### src/rtl/qracc_ctrl.sv
// qracc_ctrl: command sequencer for a ternary-activation compute-in-memory SRAM macro.
// Ports: cmd_* request in, rsp_* response out, err flag, registered macro controls, SA_OUT/ADC_OUT in.
module qracc_ctrl #(
  parameter int numRows      = 128,
  parameter int numCols      = 8,
  parameter int numAdcBits   = 4,
  parameter int settleCycles = 2,
  localparam int compCount   = 2**numAdcBits - 1,
  localparam int RW          = (numRows > 1) ? $clog2(numRows) : 1
) (
  input  logic                             CLK,
  input  logic                             RST,
  input  logic                             cmd_valid,
  output logic                             cmd_ready,
  input  logic [1:0]                       cmd_op,
  input  logic [RW-1:0]                    cmd_row,
  input  logic [numCols-1:0]               cmd_wdata,
  input  logic [numRows-1:0]               cmd_act_pos,
  input  logic [numRows-1:0]               cmd_act_neg,
  output logic                             rsp_valid,
  input  logic                             rsp_ready,
  output logic [numCols-1:0]               rsp_rdata,
  output logic [numCols*numAdcBits-1:0]    rsp_mac,
  output logic                             err,
  output logic [numRows-1:0]               WL,
  output logic                             PCH,
  output logic                             WRITE,
  output logic [numCols-1:0]               WR_DATA,
  output logic [numCols-1:0]               CSEL,
  output logic                             SAEN,
  output logic [numRows-1:0]               VDR_SEL,
  output logic [numRows-1:0]               VDR_SELB,
  output logic [numRows-1:0]               VSS_SEL,
  output logic [numRows-1:0]               VSS_SELB,
  output logic [numRows-1:0]               VRST_SEL,
  output logic [numRows-1:0]               VRST_SELB,
  output logic                             NF,
  output logic                             NFB,
  output logic                             M2A,
  output logic                             M2AB,
  output logic                             R2A,
  output logic                             R2AB,
  input  logic [numCols-1:0]               SA_OUT,
  input  logic [compCount*numCols-1:0]     ADC_OUT
);

  typedef enum logic [2:0] {
    IDLE, WR, RD, MRST, MEVAL, RESP
  } state_t;

  localparam logic [numAdcBits:0] HALF =
    (numAdcBits+1)'(2**(numAdcBits-1));

  state_t                          r_state;
  logic [3:0]                      r_cnt;
  logic [numRows-1:0]              r_pos;
  logic [numRows-1:0]              r_neg;

  state_t                          w_nstate;
  logic                            w_accept;
  logic                            w_last;
  logic                            w_eval;
  logic [numRows-1:0]              w_row1h;
  logic [numRows-1:0]              w_wl;
  logic                            w_pch;
  logic                            w_write;
  logic [numCols-1:0]              w_wrdata;
  logic [numCols-1:0]              w_csel;
  logic                            w_saen;
  logic [numRows-1:0]              w_vdr;
  logic [numRows-1:0]              w_vss;
  logic [numRows-1:0]              w_vrst;
  logic                            w_m2a;
  logic                            w_r2a;
  logic [numAdcBits:0]             w_pc;
  logic [numAdcBits:0]             w_diff;
  logic [numCols*numAdcBits-1:0]   w_mac;

  assign w_accept = cmd_valid && cmd_ready;
  assign w_last   = (r_cnt == 4'(settleCycles-1));
  // evaluation drive holds from MRST exit through every MEVAL cycle but the last
  assign w_eval   = (r_state == MRST) ||
                    ((r_state == MEVAL) && !w_last);

  // out-of-range rows select no wordline
  always_comb begin
    w_row1h = '0;
    if (int'(cmd_row) < numRows) w_row1h[cmd_row] = 1'b1;
  end

  always_comb begin
    w_nstate = r_state;
    w_wl     = '0;
    w_pch    = 1'b0;
    w_write  = 1'b0;
    w_wrdata = '0;
    w_csel   = '0;
    w_saen   = 1'b0;
    w_vdr    = '0;
    w_vss    = '0;
    w_vrst   = '1;
    w_m2a    = 1'b0;
    w_r2a    = 1'b0;
    unique case (r_state)
      IDLE: begin
        if (w_accept) begin
          unique case (cmd_op)
            2'b00: begin
              w_nstate = WR;
              w_wl     = w_row1h;
              w_pch    = 1'b1;
              w_write  = 1'b1;
              w_wrdata = cmd_wdata;
              w_csel   = '1;
            end
            2'b01: begin
              w_nstate = RD;
              w_wl     = w_row1h;
              w_pch    = 1'b1;
              w_saen   = 1'b1;
            end
            2'b10: begin
              w_nstate = MRST;
              w_r2a    = 1'b1;
            end
            default: w_nstate = IDLE;
          endcase
        end
      end
      WR:    w_nstate = IDLE;
      RD:    w_nstate = RESP;
      MRST:  w_nstate = MEVAL;
      MEVAL: if (w_last) w_nstate = RESP;
      RESP:  if (rsp_ready) w_nstate = IDLE;
      default: w_nstate = IDLE;
    endcase
    if (w_eval) begin
      w_vdr  = r_pos & ~r_neg;
      w_vss  = r_neg & ~r_pos;
      w_vrst = ~(r_pos ^ r_neg);
      w_m2a  = 1'b1;
    end
  end

  // thermometer code -> signed offset; popcount makes bubbles harmless
  always_comb begin
    w_mac  = '0;
    w_pc   = '0;
    w_diff = '0;
    for (int j = 0; j < numCols; j++) begin
      w_pc = '0;
      for (int k = 0; k < compCount; k++)
        w_pc = w_pc + {{numAdcBits{1'b0}}, ADC_OUT[j*compCount+k]};
      w_diff = w_pc - HALF;
      w_mac[j*numAdcBits +: numAdcBits] = w_diff[numAdcBits-1:0];
    end
  end

  always_ff @(posedge CLK or posedge RST) begin
    if (RST) begin
      r_state   <= IDLE;
      r_cnt     <= '0;
      r_pos     <= '0;
      r_neg     <= '0;
      cmd_ready <= 1'b1;
      rsp_valid <= 1'b0;
      rsp_rdata <= '0;
      rsp_mac   <= '0;
      err       <= 1'b0;
      WL        <= '0;
      PCH       <= 1'b0;
      WRITE     <= 1'b0;
      WR_DATA   <= '0;
      CSEL      <= '0;
      SAEN      <= 1'b0;
      VDR_SEL   <= '0;
      VDR_SELB  <= '1;
      VSS_SEL   <= '0;
      VSS_SELB  <= '1;
      VRST_SEL  <= '1;
      VRST_SELB <= '0;
      NF        <= 1'b0;
      NFB       <= 1'b1;
      M2A       <= 1'b0;
      M2AB      <= 1'b1;
      R2A       <= 1'b0;
      R2AB      <= 1'b1;
    end else begin
      r_state   <= w_nstate;
      cmd_ready <= (w_nstate == IDLE);
      rsp_valid <= (w_nstate == RESP);
      WL        <= w_wl;
      PCH       <= w_pch;
      WRITE     <= w_write;
      WR_DATA   <= w_wrdata;
      CSEL      <= w_csel;
      SAEN      <= w_saen;
      VDR_SEL   <= w_vdr;
      VDR_SELB  <= ~w_vdr;
      VSS_SEL   <= w_vss;
      VSS_SELB  <= ~w_vss;
      VRST_SEL  <= w_vrst;
      VRST_SELB <= ~w_vrst;
      NF        <= 1'b0;
      NFB       <= 1'b1;
      M2A       <= w_m2a;
      M2AB      <= ~w_m2a;
      R2A       <= w_r2a;
      R2AB      <= ~w_r2a;
      if (w_accept) begin
        r_pos <= cmd_act_pos;
        r_neg <= cmd_act_neg;
        if (cmd_op == 2'b11) err <= 1'b1;
      end
      if (r_state == MRST) r_cnt <= '0;
      else if (r_state == MEVAL) r_cnt <= r_cnt + 4'd1;
      if (r_state == RD) begin
        rsp_rdata <= SA_OUT;
        rsp_mac   <= '0;
      end
      if ((r_state == MEVAL) && w_last) begin
        rsp_mac   <= w_mac;
        rsp_rdata <= '0;
      end
    end
  end

endmodule

### config.mk
export PLATFORM = sky130hd
export DESIGN_NAME = qracc_ctrl
export DESIGN_NICKNAME = d
export VERILOG_FILES = /design/src/rtl/qracc_ctrl.sv
export SDC_FILE = /design/constraint.sdc
export NUM_CORES = 2
export LEC_CHECK = 0
export BUFFER_PORTS_ARGS = -buffer_cell sky130_fd_sc_hd__clkbuf_2
export CORE_AREA = 2 2 526 528
export CTS_CLUSTER_DIAMETER = 200
export CTS_CLUSTER_SIZE = 20
export DETAILED_ROUTE_END_ITERATION = 6
export DIE_AREA = 0 0 528 530
export PLACE_DENSITY = 0.44
export SLEW_MARGIN = 5
export SYNTH_ARGS = -nofsm -noshare
export SYNTH_HDL_FRONTEND = slang
export SYNTH_SLANG_ARGS = --single-unit
### constraint.sdc
create_clock -name CLK -period 40.9 [get_ports CLK]
set_input_delay 8.18 -clock CLK [delete_from_list [all_inputs] [get_ports CLK]]
set_output_delay 8.18 -clock CLK [all_outputs]
set_load 0.1 [all_outputs]
== After elaboration in Yosys (flattened, before gate mapping) ==
Cells that the tools add are included.
Cells by class
  add/sub/neg operators: 121
  $lt $le $gt $ge: 2
  equal/unequal tests: 9
  muxes and demuxes: 38
  bitwise logic cells: 11
  reduce and logical (&&, ||, !) cells: 13
Operators with widths (number)
  2-to-1 mux 128 bit: 6
  inverter 128 bit: 6
  adder 4 x 1 -> 4 bit: 88
  AND 128 bit: 2
  XOR 128 bit: 1
  2-to-1 mux 32 bit: 2
  2-to-1 mux 8 bit: 8
  adder 3 x 1 -> 4 bit: 8
  subtractor 4 bit, second input constant: 8
  adder 2 x 1 -> 3 bit: 8
  adder 1 x 1 -> 2 bit: 8
  case mux 3 bit (5 select lines): 1
  2-to-1 mux 1 bit: 14
  == test 3 bit, second input constant: 3
  2-to-1 mux 3 bit: 3
  < comparator 7 x 8 -> 1 bit, second input constant: 1
  2-to-1 mux 4 bit: 2
  demux 1 bit (select 7 bit): 1
  >= comparator 7 x 1 -> 1 bit, second input constant: 1
  == test 3 x 2 -> 1 bit, second input constant: 2
  logical NOT 3 bit: 2
  case mux 2 bit (3 select lines): 1
  adder 4 x 1 -> 4 bit, second input constant: 1
  == test 2 bit, second input constant: 2
  10 further kinds: 15
Storage, ports and cells
  register bits after elaboration: 1225
  output and inout port bits: 964
  word-level logic and storage cells: 219

== Depth between registers and ports, before layout ==
  depth after elaboration: 16
  depth in mapped cells: 12
  mapped depth without buffers: 12

== Worst setup path before layout ==
Ideal clock, no wire load.
  path type: input to register
  from: in ADC_OUT[105]
  to: reg rsp_mac[30]
  library setup time: 0.137 ns
  arrival time: 11.146 ns
  required time: 40.763 ns
  path slack: 29.618 ns
  stages on the path: 9
  buffers on the path: 0
  cells stage by stage: inv_1 -> fa_1 -> fa_1 -> fa_1 -> fa_1 -> fa_1 -> fa_1 -> xor2_1 -> mux2i_1
Between the ends
  cells in the longest elaborated chain, start to end: 16
Ends and longest elaborated chain
  from (decl): RTL line 44  | input logic [compCount*numCols-1:0] ADC_OUT
  adder 1 x 1 -> 2 bit: RTL line 153  | w_pc = w_pc + {{numAdcBits{1'b0}}, ADC_OUT[j*compCount+k]};
  adder 2 x 1 -> 3 bit: RTL line 153
  adder 3 x 1 -> 4 bit: RTL line 153
  adder 4 x 1 -> 4 bit (11 in a row): RTL line 153
  subtractor 4 bit: RTL line 154  | w_diff = w_pc - HALF;
  2-to-1 mux 32 bit: RTL line 221  | if ((r_state == MEVAL) && w_last) begin
  to (signal assigned): RTL line 222  | rsp_mac <= w_mac;
  to (decl): RTL line 23  | output logic [numCols*numAdcBits-1:0] rsp_mac,
Every way passes these cells.
A chain may end at the register's enable or synchronous reset.

==> impl_metrics.ini <==
[flow_run]
cap_violations = 0

[synthesis]
synthesis.area_sq_um = 46900
synth.avg_cell_area_sq_um = 13.4
yosysWarnings = 0
seq_area_frac_synth_pct = 66.0
syn_nets = 4259
syn_inst = 3496
synth-seq-cells = 1217
synth_cell_types = 42

[grt]
grt_pass1_wl_um = 257000
grt_antenna_before_repair = 87
grt.overflow.total = 0
track_usage_pct = 13.1
grt_pass1_vias = 31982
grt_max_degree = 193

[final_layout]
nNetsFinal = 5587
final_cell_mix = clkbuf_2, dfrtp_1, inv_1
fin_util_pct = 21.8
fin_area_sq_um = 59900
drive_gt1_share_pct = 43.9
area_delta_synth_final_pct = 27.8
final_common_cell = clkbuf_2

[timing]
slew_violations = 0
hold_viol = 0
fin_ws_ns = 29.51
rsz0062_at_grt = no
worst_slew_pin_slew_ns = 1.27
setup-tns-final_ns = 0
clock_skew_ns = 0.0318
relSlewSlack_pct = 15.0
setup_viol = 0
min_period_over_period_pct = 27.8
fmaxAchievable_ghz = 0.0878
fin_crit_ns = 11.39

[route]
viasPerCell = 3.50
drt_iter0_drc = 1254
drc_errors = 0
via_count = 29770
wl_per_cell_um = 22.2
dr.pass1.iters = 5
totalWireLength_um = 189000
ant_nets = 0

[floorplanning]
io_pins = 1369
die-area_sq_um = 280000
fp.dieH_um = 530
core_sq_um = 275000
row_count = 193
initial_core_util_pct = 17.1
fp.dieW_um = 528

[status]
status = finished, final reports clean

[critical_path]
crit_fanout = 151
slowest_stage = buf_4
slowest_delay_ns = 0.89
arrival_ns = 12.14
crit_type = input pin to async pin
path_cells = clkbuf_2 > clkinvlp_4 > buf_4 > buf_4 > buf_12 > buf_4
startpoint_type = input pin
cp.required_ns = 41.65
critical_path.most_common_cell = buf_4
end_kind = async pin

[placed_design]
placed_area_sq_um = 57700
port_buffers = 1366
dp_slack_ns = 28.52
place_congestion = 0.934
dpl.hpwl_um = 153000

[hold_path]
hold_path_class = flop to flop

[cts]
htree_num_levels = 3
clk_pin_slew_worst_paths_ns = 0.09
root_buffer = clkbuf_16
cts_tree = yes
clock_path_buffers = 4
ctsResizeCount = 0
postCtsSetupBuffers = 0
clk_latency_ns = 0.78
postCtsHoldBufs = 0
clock-sinks = 1217
cts_buffers = 75
[stage by stage]
step	std cells	hold WS, ns
after global routing	8484	0.505
final	8497	0.485
after detailed placement	8354	0.472
after CTS	8482	0.492
after global placement	8354	0.459
after floorplan	3496	0.483
[metal layers]
metal	part of all wire (%)	vias up	track usage, %
met1	37	15030	14.2
met3	9.8	292	5.51
met5	0.28	-	0
li1	-	13276	-
met4	3.3	80	4.13
met2	49	1092	22.8
[sequential cells by signal, indices dropped and copies added, names as in the netlist, 3 cells and up]
name / flops
r_state: 3
r_cnt: 4
VDR_SEL: 128
r_neg: 128
VRST_SEL: 128
VSS_SELB: 128
WL: 128
VDR_SELB: 128
WR_DATA: 8
VSS_SEL: 128
VRST_SELB: 128
rsp_rdata: 8
rsp_mac: 32
r_pos: 128
[final timing paths]
path / start / to / slack [ns] / cells past startpoint
min in group asynchronous: RST / VRST_SELB[103] / 7.53 / 2
worst max register to register: r_state[2] / VDR_SELB[73] / 35.37 / 8
max in group CLK: ADC_OUT[90] / rsp_mac[26] / 29.85 / 10
worst min-delay path: err / err / 0.49 / 1
worst max-delay path: RST / r_neg[18] / 29.51 / 6
worst min register to register: err / err / 0.49 / 1
[cell usage after synthesis]
| master | n | share of area [%] |
|---|---|---|
| inv_1 | 413 | 3.3 |
| nor2b_1 | 6 | 0.080 |
| dfrtp_1 | 830 | 44 |
| a211oi_1 | 2 | 0.032 |
| nor3b_2 | 1 | 0.027 |
| a31o_2 | 1 | 0.019 |
| mux2_2 | 256 | 6.1 |
| nand2_1 | 325 | 2.6 |
| or3b_2 | 2 | 0.037 |
| a311oi_1 | 2 | 0.037 |
| nand4_2 | 4 | 0.11 |
| nor3b_4 | 1 | 0.040 |
| clkbuf_1 | 21 | 0.17 |
| buf_6 | 1 | 0.024 |
| or3_1 | 1 | 0.013 |
| nor3b_1 | 2 | 0.032 |
| o2bb2ai_2 | 1 | 0.032 |
| o21ai_0 | 9 | 0.096 |
| nand3_1 | 7 | 0.075 |
| buf_4 | 39 | 0.62 |
| nor3_4 | 1 | 0.035 |
| o2111ai_1 | 1 | 0.019 |
| buf_2 | 84 | 0.90 |
| or3b_4 | 1 | 0.024 |
| fa_1 | 80 | 3.4 |
| nand4_1 | 5 | 0.067 |
| conb_1 | 2 | 0.016 |
| inv_2 | 1 | 0.0080 |
| xor2_1 | 8 | 0.15 |
| a21oi_1 | 23 | 0.25 |
| o21a_1 | 1 | 0.016 |
| mux2i_1 | 32 | 0.68 |
| nor3_1 | 1 | 0.011 |
| nor2_1 | 262 | 2.1 |
| nand2b_1 | 131 | 1.7 |
| and4bb_2 | 1 | 0.027 |
| dfstp_2 | 387 | 22 |
| ha_1 | 278 | 7.4 |
| and2_1 | 266 | 3.5 |
| o21ba_2 | 1 | 0.021 |
| nand4b_1 | 1 | 0.019 |
| and3_1 | 5 | 0.067 |
[kinds of logic (layout without fill, tap and decap cells)]
family	count (synthesis)	count (layout)	synth area share (%)
AOI/OAI and AO/OA	41	41	0.518
xor gates and xnor gates	8	8	0.149
and+or+nand+nor	1023	1023	10.7
muxes	288	288	6.83
DFF	1217	1217	66.0
other	2	17	0.0160
adders and majority gates	358	358	10.8
buffers and inverters	559	1938	5.03
[worst max-delay path, delay by kind of cell]
family | cells | cell delay [ns]
buffers and inverters | 6 | 3.53
[final cells by class]
type / instances / area [sq um]
Antenna cell: 15 / 37.5
Clock buffer: 122 / 2070
Clock inverter: 6 / 85.1
Fill cell: 29841 / 215000
Inverter: 414 / 1560
Multi-Input combinational cell: 1720 / 13600
Sequential cell: 1217 / 30900
Tap cell: 3607 / 4510
Timing Repair Buffer: 1396 / 7110
Power is left out: the tool's default activity adds up to more than one toggle a clock period on the data nets, which glitch-free logic cannot reach.
